**config.mk**
```make
export PLATFORM = sky130hd
export DESIGN_NAME = dmem_arbiter
export DESIGN_NICKNAME = d
export VERILOG_FILES = /design/src/rtl/dmem_arbiter_pkg.sv /design/src/rtl/dmem_arbiter.sv
export SDC_FILE = /design/constraint.sdc
export NUM_CORES = 1
export LEC_CHECK = 0
export ABC_AREA = 1
export BUFFER_PORTS_ARGS = -buffer_cell sky130_fd_sc_hd__buf_4
export CAP_MARGIN = 20
export CORE_AREA = 2 2 88 90
export DETAILED_ROUTE_END_ITERATION = 8
export DIE_AREA = 0 0 90 92
export GPL_TIMING_DRIVEN = 0
export PLACE_DENSITY = 0.69
export SLEW_MARGIN = 5
export SYNTH_ARGS = -nofsm -noshare
export SYNTH_HDL_FRONTEND = slang
export SYNTH_SLANG_ARGS = --single-unit
```
**constraint.sdc**
```tcl
create_clock -name clk -period 1.5 [get_ports clk]
set_input_delay 0.3 -clock clk [delete_from_list [all_inputs] [get_ports clk]]
set_output_delay 0.3 -clock clk [all_outputs]
set_load 0.1 [all_outputs]
```
**src/rtl/dmem_arbiter_pkg.sv**
```systemverilog
// dmem_arbiter_pkg: shared widths and FSM encoding for the data-memory arbiter
package dmem_arbiter_pkg;
    localparam int AW = 8;
    localparam int DW = 32;
    typedef enum logic {ST_NORMAL = 1'b0, ST_FORCE = 1'b1} state_e;
endpackage

```
**src/rtl/dmem_arbiter.sv**
```systemverilog
// dmem_arbiter: shares the data memory between the MEM stage and a debug port with bounded debug wait
module dmem_arbiter
    import dmem_arbiter_pkg::*;
#(
    parameter int MAX_WAIT = 4
) (
    input  logic          clk,
    input  logic          rst,
    input  logic          p_req,
    input  logic          p_we,
    input  logic [AW-1:0] p_addr,
    input  logic [DW-1:0] p_wdata,
    output logic [DW-1:0] p_rdata,
    output logic          p_stall,
    input  logic          d_req,
    input  logic          d_we,
    input  logic [AW-1:0] d_addr,
    input  logic [DW-1:0] d_wdata,
    output logic          d_gnt,
    output logic [DW-1:0] d_rdata,
    output logic          d_valid,
    output logic          m_we,
    output logic [AW-1:0] m_addr,
    output logic [DW-1:0] m_wdata,
    input  logic [DW-1:0] m_rdata
);
    state_e        state_q, state_d;
    logic [3:0]    wait_q, wait_d;
    logic [DW-1:0] d_rdata_q, d_rdata_d;
    logic          d_valid_q, d_valid_d;
    logic          d_own, p_own;

    assign p_rdata = m_rdata;
    assign d_rdata = d_rdata_q;
    assign d_valid = d_valid_q;

    // ownership, memory mux, wait counter and next state; reset silences all grants and writes
    always_comb begin
        d_own     = rst && d_req && (state_q == ST_FORCE || !p_req);
        p_own     = rst && p_req && !d_own;
        d_gnt     = d_own;
        p_stall   = d_own && p_req;
        m_we      = d_own ? d_we : (p_own && p_we);
        m_addr    = d_own ? d_addr : p_addr;
        m_wdata   = d_own ? d_wdata : p_wdata;
        wait_d    = (d_req && !d_own) ? ((wait_q == 4'hF) ? wait_q : wait_q + 4'd1) : 4'd0;
        state_d   = (state_q == ST_NORMAL && d_req && !d_own && wait_q == 4'(MAX_WAIT - 1)) ? ST_FORCE : ST_NORMAL;
        d_valid_d = d_own && !d_we;
        d_rdata_d = d_valid_d ? m_rdata : d_rdata_q;
    end

    // state register, wait counter and registered debug read result
    always_ff @(posedge clk or negedge rst) begin
        if (!rst) begin
            state_q   <= ST_NORMAL;
            wait_q    <= 4'd0;
            d_rdata_q <= '0;
            d_valid_q <= 1'b0;
        end else begin
            state_q   <= state_d;
            wait_q    <= wait_d;
            d_rdata_q <= d_rdata_d;
            d_valid_q <= d_valid_d;
        end
    end
endmodule

```
### Word level (Yosys, flattened, before mapping)

Cells that the tools add are included.

* add/subtract/negate cells: 1
* multiply operators: 0
* div/mod/pow operators: 0
* order comparisons: 0
* equality and inequality tests: 3
* shift operators: 0
* mux-type cells: 6
* bitwise gates (word level): 1
* reduce and logical (&&, ||, !) cells: 15

Operators by type and width (count)
* 32-bit 2-to-1 mux: 1
* 1-bit logical AND: 11
* 4-bit 2-to-1 mux: 2
* 8-bit 2-to-1 mux: 1
* 4-bit by 1-bit adder with 4-bit output (second input constant): 1
* 4-bit by 2-bit == test with 1-bit output (second input constant): 1
* 4-bit == test (second input constant): 1
* 1-bit zero test: 3
* 1-bit 2-to-1 mux: 2
* 2-bit inequality test (second input constant): 1
* 1-bit logical OR: 1
* 1-bit inverter: 1

* register bits: 38
* latch bits: 0
* memory bits (writable): 0
* bits in read-only memories: 0
* input port bits: 118
* output and inout bits: 108
* word-level logic and storage cells: 30
* memories kept: 0

### Depth between registers and ports, before layout

Gate-level depths: netlist of the first run.

* word-level depth: 7
* mapped depth: 7
* gate-level depth less buffers: 6

### Worst setup path after synthesis of the first run

Ideal clock, no wire load.

* kind: input-to-output
* start point: input port rst
* end point: output port m_wdata[23]
* arrival: 1883 ps
* required time: 1200 ps
* path slack: -683 ps
* stages on the path: 5
* path buffers: 1
* cells stage by stage: nand2_1 a21oi_4 buf_2 nand2_1 nand2_1

* longest elaborated chain between the ends: 3

RTL lines
* start, declared: line dmem_arbiter.sv:8 `input logic rst,`
* 1-bit logical AND (2 in a row): line dmem_arbiter.sv:39 `d_own = rst && d_req && (state_q == ST_FORCE || !p_req);`
* named net d_gnt: line dmem_arbiter.sv:19 `output logic d_gnt,`
* 32-bit 2-to-1 mux: line dmem_arbiter.sv:45 `m_wdata = d_own ? d_wdata : p_wdata;`
* end, declared: line dmem_arbiter.sv:24 `output logic [DW-1:0] m_wdata,`

The timed path passes the listed nets, and every way through them passes these cells.

### Final worst setup path of the first run

* start point: register state_q
* end point: output port m_wdata[31]

* longest elaborated chain between the ends: 3

RTL lines
* start, declared: line dmem_arbiter.sv:27 `state_e state_q, state_d;`
* start signal, assigned: line dmem_arbiter.sv:60 `state_q <= state_d;`
* 1-bit logical OR: line dmem_arbiter.sv:39
* 1-bit logical AND: line dmem_arbiter.sv:39
* 32-bit 2-to-1 mux: line dmem_arbiter.sv:45

Every way passes these cells.

==> results of run 1 <==
## worst max-delay path: stages (launching register included)
cell and delay, ns:
dfrtp_1 0.38, inv_2 0.07, a21oi_4 0.13, buf_6 0.16, buf_4 0.14, nand2_2 0.10
nand2_4 0.11, buf_12 0.17
## what timing repair did
item / in CTS / in global routing
gates resized for setup: 256 / 73
buffers inserted: 9 / 6
pin swaps: 3 / 32
cloned: 1 / 8
setup endpoints to repair: 43 / 71
endpoints found under the hold margin: 38 / 38
## cells in the mapped netlist
library cell  number
inv_2              1
a21oi_4            1
nand2_1          227
buf_4             32
xnor2_1            2
inv_1              9
dfrtp_1           38
nand3_1            3
nor2_4             1
buf_6              6
o21ai_0            2
nor2_1             6
buf_2              8
a21oi_1            2
nand2_4            2
ha_1               1
## sequential cells by signal (all words and copies together), names as in the netlist
signal   cells
state_q      1
d_valid      1
wait_q       4
d_rdata     32
## cell type report
class	instances	area share, %
buffer	44	6.815
tap	102	2.015
clock buffer	7	1.363
timing repair buffer	246	39.79
clock inverter	1	0.07902
multi-input combinational	249	34.22
sequential	38	15.01
inverter	10	0.7112
## through the flow
step           utilization, %  cell area (sq um)  hold slack (ns)  setup WS [ns]  power, mW
3_3_place_gp            64.55               4807           0.3061        -0.8990      4.932
3_5_place_dp            64.55               4807           0.3035        -0.8933      4.954
4_1_cts                 79.25               5902          -0.1416        -0.2897      6.059
2_1_floorplan               -               2990         0.004409        -0.1319      4.094
6_report                85.05               6334          -0.1441        -0.3545      6.220
5_1_grt                 85.05               6334          -0.1437        -0.4115      6.452
## power breakdown
group	internal, mW	switching (mW)	total, mW
Combinational	1.21	3.00	4.21
Clock	0.371	0.335	0.706
Sequential	1.20	0.106	1.30
Total	2.78	3.44	6.22
## cells by family (layout without fill, tap and decap cells)
| group | after synthesis | in the layout |
|---|---|---|
| and+or+nand+nor | 239 | 241 |
| buffers and inverters | 56 | 308 |
| DFF | 38 | 38 |
| AOI/OAI and AO/OA | 5 | 5 |
| xor gates and xnor gates | 2 | 2 |
| adders and majority gates | 1 | 1 |
## worst max path at each step
stage | start | to | slack [ns] | depth (start not counted)
floorplan | state_q | m_we | -0.13 | 6
global placement | rst | m_addr[6] | -0.90 | 7
detailed placement | rst | m_addr[6] | -0.89 | 7
CTS | state_q | m_wdata[31] | -0.29 | 7
global route | state_q | m_wdata[31] | -0.41 | 7
finish | state_q | m_wdata[31] | -0.35 | 7
## layout by cell type (no fill, tap or decap), drive strengths merged, types with 2 or more instances in the layout
master    instances
buf             287
nand2           230
dfrtp            38
clkbuf           10
inv               8
nor2              8
nand3             3
a21oi             3
clkinvlp          2
o21ai             2
xnor2             2
## layer usage
metal	up-vias	wire length (um)	share of wire, %
met4	0	421	3.2
met3	30	995	7.6
met1	1494	4765	37
met5	-	0	0
li1	1489	-	-
met2	173	6828	52
==> results.py, run 1 <==
metrics = {
    "run_status": {
        "status": "complete, but fails checks",
        "violations": "negative hold slack, negative setup slack",
    },
    "clock_network": {
        "h-tree-depth": 2,
        "clk_path_buf_depth": 2,
        "cts_tree": "built",
        "cts-buffers-inserted": 5,
        "clockRootBuffer": "clkbuf_8",
        "clock-sinks": 38,
        "path_clk_slew_ns": 0.08,
        "clk_latency_ns": 0.28,
    },
    "logic_synthesis": {
        "synth_compound_area_share_pct": 1.560,
        "yosys_register_bits": 38,
        "synthAdderAreaFrac_pct": 0.5379,
        "synth_top_family_by_area": "simple AND/OR/NAND/NOR gates",
        "synth_top_area_share_pct": 40.88,
        "synthSimpleGateAreaFrac_pct": 39.70,
        "netlist_area_sq_um": 2326,
        "synth_cell_types": 16,
        "synth-xor-area-share_pct": 0.7531,
        "postSynthAreaPerCell_sq_um": 6.821,
        "ys_top_cells_by_area": "dfrtp_1 41%, nand2_1 37%, buf_4 10%, buf_6 2.9%, buf_2 1.7%",
        "synthMuxAreaShare_pct": 0,
        "syn_nets": 460,
        "netlist_instances": 341,
        "yosysSeqAreaShare_pct": 40.88,
        "synth_largest_area_cell": "dfrtp_1",
        "yosysWarnings": 0,
    },
    "timing": {
        "min_period_over_period_pct": 123.6,
        "drv_slew": 0,
        "setup_slack_ns": -0.3545,
        "worst_hold_slack_ns": -0.1441,
        "finalCriticalPeriod_ns": 1.855,
        "final.setup.tns_ns": -13.75,
        "hold_viol_final": 38,
        "fin_skew_ns": 0.005350,
        "max_freq_mhz": 539.2,
        "slew_headroom_pct": 80.72,
        "worst_pin_slew_ns": 0.2916,
        "setup_viol": 61,
        "rsz0062_at_grt": "true",
    },
    "grt": {
        "grt_max_degree": 42,
        "grt-ovfl-total": 0,
        "grt_pass1_vias": 3187,
        "grt_usage_pct": 25.38,
        "grt_busiest_layer": "met2",
        "met3_usage_pct": 7.970,
        "antenna_found_initial": 0,
        "grt_util_met2_pct": 46.62,
        "grt_pass1_wl_mm": 16.78,
        "groute.layer.met1.usage_pct": 29.09,
    },
    "cells_and_area": {
        "seqCellArea_sq_um": 950.9,
        "multi_input_area_sq_um": 2167,
        "num-fill-cells": 379,
        "stdcell_count": 697,
        "antenna_cells": 0,
        "drive_gt1_share_pct": 76.47,
        "nets": 713,
        "area_delta_synth_final_pct": 172.3,
    },
    "pwr": {
        "ir_worst_vdd_mv": 0.8609,
        "p_leak_nw": 3.238,
        "p_per_area_nw_per_um2": 982.1,
    },
    "worst_setup_path": {
        "rr_endpoint": "d_rdata[23]",
        "worst_ep_arrival_time_ns": 1.55,
        "critPathLaunchType": "flop",
        "worstSetupEndpointType": "output port",
        "crit_required_ns": 1.20,
        "ff2ff_setup_slack_ns": -0.07,
        "r2r_cells": 10,
        "crit_fanout": 4,
        "worstReg2RegStart": "state_q",
        "crit_type": "reg2out",
    },
    "placed_design": {
        "place_congestion": 0.7916,
        "place_inst": 668,
        "io_buffers": 225,
        "hpwl_mm": 7.068,
    },
    "floorplan": {
        "start_util_pct": 31.23,
        "io_pins": 226,
        "rows": 32,
        "die-area_sq_um": 8280,
        "placeableCoreArea_sq_um": 7447,
        "die_h_um": 92,
        "die_w_um": 90,
    },
    "routing": {
        "via_count": 3186,
        "drtPass1Iterations": 4,
        "ant_nets": 0,
        "drt-total-wl_mm": 13.01,
        "drt-initial-drc-count": 97,
        "vias_per_cell": 4.571,
        "wire_per_inst_um": 18.67,
        "remaining_drc_errors": 0,
    },
    "worst_hold_path": {
        "min_path_type": "in2async",
    },
    "flow_run": {
        "max_cap_violations": 0,
    },
}
Power figures use the tool's default switching activity.
==> inputs of run 2 (changes only) <==
--- a/config.mk
+++ b/config.mk
@@ -12,7 +12,7 @@
 export DETAILED_ROUTE_END_ITERATION = 8
 export DIE_AREA = 0 0 90 92
 export GPL_TIMING_DRIVEN = 0
-export PLACE_DENSITY = 0.69
+export PLACE_DENSITY = 0.8
 export SLEW_MARGIN = 5
 export SYNTH_ARGS = -nofsm -noshare
 export SYNTH_HDL_FRONTEND = slang
==> run 2 against run 1 <==
  * The flow still finishes with violations (negative hold slack, negative setup slack)
  * Sequential power barely moved
  * Clock skew rose by 0.0011 ns
  * Sequential share of layout area rose by 0.70 points
  * Combinational power fell by 1%
  * Utilization fell by 3.8 points
  * Die area did not move
  * Largest power group unchanged
==> results.py, run 2 (synthesis results as in run 1) <==
metrics = {
    "grt": {
        "grt_pass1_wl_mm": 18.80,
        "antenna_found_initial": 0,
        "grt_usage_pct": 28.87,
        "grt_max_degree": 42,
        "grt_pass1_vias": 3410,
        "grt-ovfl-total": 0,
    },
    "routing": {
        "drt-initial-drc-count": 101,
        "wire_per_inst_um": 19.19,
        "via_count": 3229,
        "drt-total-wl_mm": 13.16,
        "drtPass1Iterations": 4,
        "remaining_drc_errors": 0,
        "vias_per_cell": 4.707,
        "ant_nets": 0,
    },
    "worst_setup_path": {
        "max_stage_delay_ns": 0.39,
        "crit_chain": "inv_2 -> a21oi_4 -> buf_12 -> buf_12 -> nand2_2 -> nand2_8 -> buf_12",
        "critPathLaunchType": "flop",
        "crit_type": "reg2out",
        "cp_common_cell": "buf_12",
        "crit_fanout": 10,
        "worst_ep_arrival_time_ns": 1.63,
        "slowest_stage": "dfrtp_1",
        "worstSetupEndpointType": "output port",
        "crit_required_ns": 1.20,
    },
    "cells_and_area": {
        "largest_reg_flops": 32,
        "layout_commonest_cell": "buf_4",
        "final_cell_mix": "218 x buf_4, 106 x nand2_1, 52 x buf_12, 49 x nand2_2, 40 x nand2_8",
        "post-route-cell-area_sq_um": 6051,
        "area_delta_synth_final_pct": 160.1,
        "antenna_cells": 0,
        "nets": 703,
        "num-fill-cells": 417,
        "drive_gt1_share_pct": 71.40,
    },
    "pwr": {
        "p_per_area_nw_per_um2": 1011,
        "p_leak_nw": 3.117,
        "p_total_mw": 6.118,
        "ir_worst_vdd_mv": 0.8380,
    },
    "placed_design": {
        "hpwl_mm": 7.456,
        "pre_cts_slack_ns": -0.8840,
        "place_area_sq_um": 4807,
        "io_buffers": 225,
        "place_congestion": 0.8339,
    },
    "timing": {
        "fin_skew_ns": 0.006437,
        "finalCriticalPeriod_ns": 1.926,
        "slew_headroom_pct": 79.48,
        "hold_viol_final": 38,
        "worst_pin_slew_ns": 0.3103,
        "final.setup.tns_ns": -16.38,
        "min_period_over_period_pct": 128.4,
        "worst_hold_slack_ns": -0.1509,
        "setup_viol": 43,
        "setup_slack_ns": -0.4263,
        "drv_slew": 0,
        "rsz0062_at_grt": "true",
        "max_freq_mhz": 519.1,
    },
    "floorplan": {
        "rows": 32,
        "start_util_pct": 31.23,
        "die_w_um": 90,
        "placeableCoreArea_sq_um": 7447,
        "die-area_sq_um": 8280,
        "die_h_um": 92,
        "io_pins": 226,
    },
    "clock_network": {
        "path_clk_slew_ns": 0.07,
        "clock-sinks": 38,
        "clk_path_buf_depth": 2,
        "clockRootBuffer": "clkbuf_8",
        "clk_latency_ns": 0.28,
        "h-tree-depth": 2,
        "cts_tree": "built",
        "cts-buffers-inserted": 5,
    },
    "run_status": {
        "violations": "negative hold slack, negative setup slack",
        "status": "complete, but fails checks",
    },
    "worst_hold_path": {
        "min_path_type": "in2async",
    },
    "flow_run": {
        "max_cap_violations": 0,
    },
}
-- run 2: cell count changes in the layout (fill, tap and decap cells not counted), sizes merged --
| cell | delta |
|---|---|
| buf | -5 |
| clkbuf | -4 |
| clkinv | -1 |
| clkinvlp | +1 |
| nand2 | -1 |
| nor2 | -1 |
-- run 2: area by class of cell --
type                    count  area (sq um)  share of cell area (%)
multi-input cells         247          2003                   33.11
clock inverters             1         7.507                  0.1241
repair buffers            237          2402                   39.70
flip-flops and latches     38         950.9                   15.72
plain buffers              45         441.7                   7.299
well taps                 102         127.6                   2.109
inverters                  10         45.04                  0.7444
clock buffers               6         72.57                   1.199
-- run 2: critical path, delay by kind of cell, from the launching register on --
| family | cells | cell delay [ns] |
|---|---|---|
| AO/OA/AOI/OAI | 1 | 0.17 |
| buffers and inverters | 4 | 0.58 |
| flip-flops | 1 | 0.39 |
| AND/OR/NAND/NOR | 2 | 0.21 |
-- run 2: per-stage QoR --
step	utilization, %	cells	hold WS (ns)
3_5_place_dp	64.55	668	0.3089
6_report	81.25	686	-0.1509
3_3_place_gp	64.55	668	0.3031
4_1_cts	80.39	685	-0.1445
2_1_floorplan	-	341	0.004409
5_1_grt	81.25	686	-0.1462
-- run 2: worst paths after layout --
path | from | endpoint | slack (ns) | cells after the start
max | state_q | m_wdata[10] | -0.43 | 7
min | rst | d_rdata[19] | -0.15 | 1
max reg2reg | state_q | d_rdata[19] | 0.05 | 9
min reg2reg | d_rdata[11] | d_rdata[11] | 0.48 | 2
max in group asynchronous | rst | wait_q[3] | 1.44 | 1
min in group clk | m_rdata[20] | d_rdata[20] | 0.22 | 3
-- run 2: timing repair --
action                                 4_1_cts  5_1_grt
resized for setup                          258       16
gates cloned                                 2        0
pin swaps                                    5        3
endpoints found under the hold margin       38       38
setup endpoints to repair                   43       63
buffers inserted                             9        2
-- run 2: routing by layer --
layer / up-vias / GRT usage (%) / wire [um]
li1: 1466 / - / -
met1: 1545 / 32.16 / 4767
met2: 176 / 53.76 / 6868
met3: 42 / 8.381 / 995
met4: 0 / 7.564 / 532
met5: - / 0 / 0
-- run 2: where the power goes --
group,switching (mW),internal [mW],total (mW)
Sequential,0.104,1.20,1.30
Combinational,2.98,1.17,4.15
Clock,0.346,0.319,0.664
==> inputs of run 3 (changes only) <==
--- a/config.mk
+++ b/config.mk
@@ -6,13 +6,15 @@
 export NUM_CORES = 1
 export LEC_CHECK = 0
 export ABC_AREA = 1
-export BUFFER_PORTS_ARGS = -buffer_cell sky130_fd_sc_hd__buf_4
 export CAP_MARGIN = 20
-export CORE_AREA = 2 2 88 90
+export CELL_PAD_IN_SITES_DETAIL_PLACEMENT = 1
+export CELL_PAD_IN_SITES_GLOBAL_PLACEMENT = 2
+export CORE_MARGIN = 2
+export CORE_UTILIZATION = 28
 export DETAILED_ROUTE_END_ITERATION = 8
-export DIE_AREA = 0 0 90 92
+export DONT_BUFFER_PORTS = 1
 export GPL_TIMING_DRIVEN = 0
-export PLACE_DENSITY = 0.8
+export PLACE_DENSITY_LB_ADDON = 0.1
 export SLEW_MARGIN = 5
 export SYNTH_ARGS = -nofsm -noshare
 export SYNTH_HDL_FRONTEND = slang
==> run 3 against run 2 <==
  * The run ends with negative setup slack left
  * Clock skew decreased by 0.0016 ns
  * Non-clock buffer count decreased by 216
  * Worst hold slack improved by 0.27 ns
  * Critical endpoint is now p_stall
  * Largest cell class is now multi-input combinational cells
==> results.py, run 3 (synthesis results as in run 1) <==
metrics = {
    "routing": {
        "via_count": 2214,
        "wire_per_inst_um": 17.61,
        "vias_per_cell": 4.681,
        "drtPass1Iterations": 4,
        "drt-initial-drc-count": 54,
        "ant_nets": 0,
        "drt-total-wl_mm": 8.328,
        "remaining_drc_errors": 0,
    },
    "placed_design": {
        "hpwl_mm": 5.915,
        "place_congestion": 0.7240,
        "io_buffers": 0,
        "place_inst": 446,
        "place_area_sq_um": 3122,
    },
    "worst_setup_path": {
        "crit_type": "reg2out",
        "critPathTopFamily": "buffers and inverters",
        "crit_path_end": "p_stall",
        "worst-path-buf-inv": 4,
        "crit_required_ns": 1.20,
        "crit_chain": "inv_2 -> a21oi_4 -> buf_12 -> buf_16 -> nand2_4 -> clkinvlp_4",
        "max_stage_delay_ns": 0.37,
        "worstSetupEndpointType": "output port",
        "worstSetupStartpoint": "state_q",
        "r2r_cells": 9,
        "worstReg2RegStart": "state_q",
        "ff2ff_setup_slack_ns": 0.08,
        "critPathLaunchType": "flop",
        "rr_endpoint": "d_rdata[30]",
        "worst_ep_arrival_time_ns": 1.68,
        "worst-path-stages": 6,
        "crit_fanout": 6,
        "slowest_stage": "dfrtp_1",
    },
    "clock_network": {
        "h-tree-depth": 2,
        "cts-buffers-inserted": 5,
        "clockRootBuffer": "clkbuf_8",
        "clk_latency_ns": 0.29,
        "clk_path_buf_depth": 2,
        "path_clk_slew_ns": 0.07,
        "clock-sinks": 38,
        "cts_tree": "built",
    },
    "timing": {
        "max_freq_mhz": 505.8,
        "finalCriticalPeriod_ns": 1.977,
        "rsz0062_at_grt": "true",
        "drv_slew": 0,
        "setup_slack_ns": -0.4772,
        "min_period_over_period_pct": 131.8,
        "setup_viol": 43,
        "hold_viol_final": 0,
        "fin_skew_ns": 0.004849,
        "final.setup.tns_ns": -16.72,
        "worst_pin_slew_ns": 0.5115,
        "slew_headroom_pct": 65.90,
    },
    "worst_hold_path": {
        "min_path_type": "in2reg",
    },
    "grt": {
        "grt_max_degree": 39,
        "grt-ovfl-total": 0,
        "grt_pass1_vias": 2188,
        "antenna_found_initial": 0,
        "grt_usage_pct": 16.03,
        "grt_pass1_wl_mm": 11.22,
    },
    "pwr": {
        "p_leak_nw": 1.913,
        "ir_worst_vdd_mv": 0.8031,
        "p_per_area_nw_per_um2": 1321,
        "p_total_mw": 5.269,
    },
    "cells_and_area": {
        "layout_commonest_cell": "nand2_1",
        "post-route-cell-area_sq_um": 3990,
        "drive_gt1_share_pct": 56.79,
        "nets": 487,
        "largest_reg_flops": 32,
        "antenna_cells": 0,
        "final_cell_mix": "131 x nand2_1, 47 x nand2_8, 42 x buf_4, 33 x dfrtp_2, 28 x nand2_4",
        "stdcell_count": 473,
        "area_delta_synth_final_pct": 71.54,
    },
    "floorplan": {
        "io_pins": 226,
        "die-area_sq_um": 9053,
        "start_util_pct": 28.60,
        "placeableCoreArea_sq_um": 8134,
        "rows": 33,
        "die_h_um": 95.15,
        "die_w_um": 95.15,
    },
    "flow_run": {
        "max_cap_violations": 0,
    },
    "run_status": {
        "violations": "negative setup slack",
        "status": "complete, but fails checks",
    },
}
## run 3: changes by cell type in the layout (fill, tap and decap cells not counted), moves of 3 or more
cell and change:
buf_4 -176, buf_12 -46, dfrtp_1 -33, dfrtp_2 +33, nand2_2 -26, nand2_1 +25
nand2_8 +7, nand2_4 -6, buf_6 +4, clkbuf_16 +3
## run 3: timing repair
item                       in CTS  in global routing
setup endpoints to repair      76                 44
gates resized for setup        93                 67
hold buffers                    2                  0
pin swaps                      26                 44
cloned                          2                  4
hold endpoints to repair       38                  0
buffers inserted                9                  6
## run 3: metal layers
metal / up-vias / global-route usage, % / part of all wire, %
met3: 10 / 6.008 / 13
met4: 0 / 4.831 / 1.6
met1: 1038 / 16.41 / 31
li1: 1036 / - / -
met5: - / 0 / 0
met2: 130 / 30.05 / 54
## run 3: worst min path at each step
| stage | from | endpoint | cells after the start |
|---|---|---|---|
| finish | m_rdata[29] | d_rdata[29] | 2 |
| floorplan | rst | d_rdata[0] | 0 |
| global route | m_rdata[26] | d_rdata[26] | 2 |
| CTS | m_rdata[15] | d_rdata[15] | 2 |
| global placement | rst | d_rdata[8] | 0 |
| detailed placement | rst | d_rdata[26] | 0 |
## run 3: metrics by stage
step / utilization [%] / setup slack [ns] / hold WS, ns
detailed placement: 38.38 / -0.3367 / 0.005753
global route: 49.05 / -0.5430 / 0.1238
CTS: 44.61 / -0.4586 / 0.1129
global placement: 38.38 / -0.3276 / 0.005434
finish: 49.05 / -0.4772 / 0.1225
floorplan: - / -0.1319 / 0.004409
## run 3: worst register-to-register path, stage by stage (launching register included)
cell and delay (ns):
dfrtp_1 0.37, inv_2 0.06, buf_4 0.14, nand2_4 0.08, nand2_8 0.09, buf_6 0.13, nor2_4 0.20, buf_6 0.17
nand2_1 0.06, nand2_1 0.06
## run 3: area by class of cell
| class | instances | area [sq um] |
|---|---|---|
| multi-input combinational | 247 | 2007 |
| timing repair buffer | 21 | 272.8 |
| sequential | 38 | 992.2 |
| fill | 903 | 4144 |
| clock buffer | 6 | 82.58 |
| tap | 105 | 131.4 |
| clock inverter | 1 | 30.03 |
| inverter | 10 | 45.04 |
| buffer | 45 | 429.2 |
## run 3: power breakdown
group / total [mW] / internal (mW) / switching [mW]
sequential: 2.61 / 1.21 / 1.40
combinational: 1.78 / 0.394 / 1.39
clock: 0.883 / 0.532 / 0.351
total: 5.27 / 2.13 / 3.13
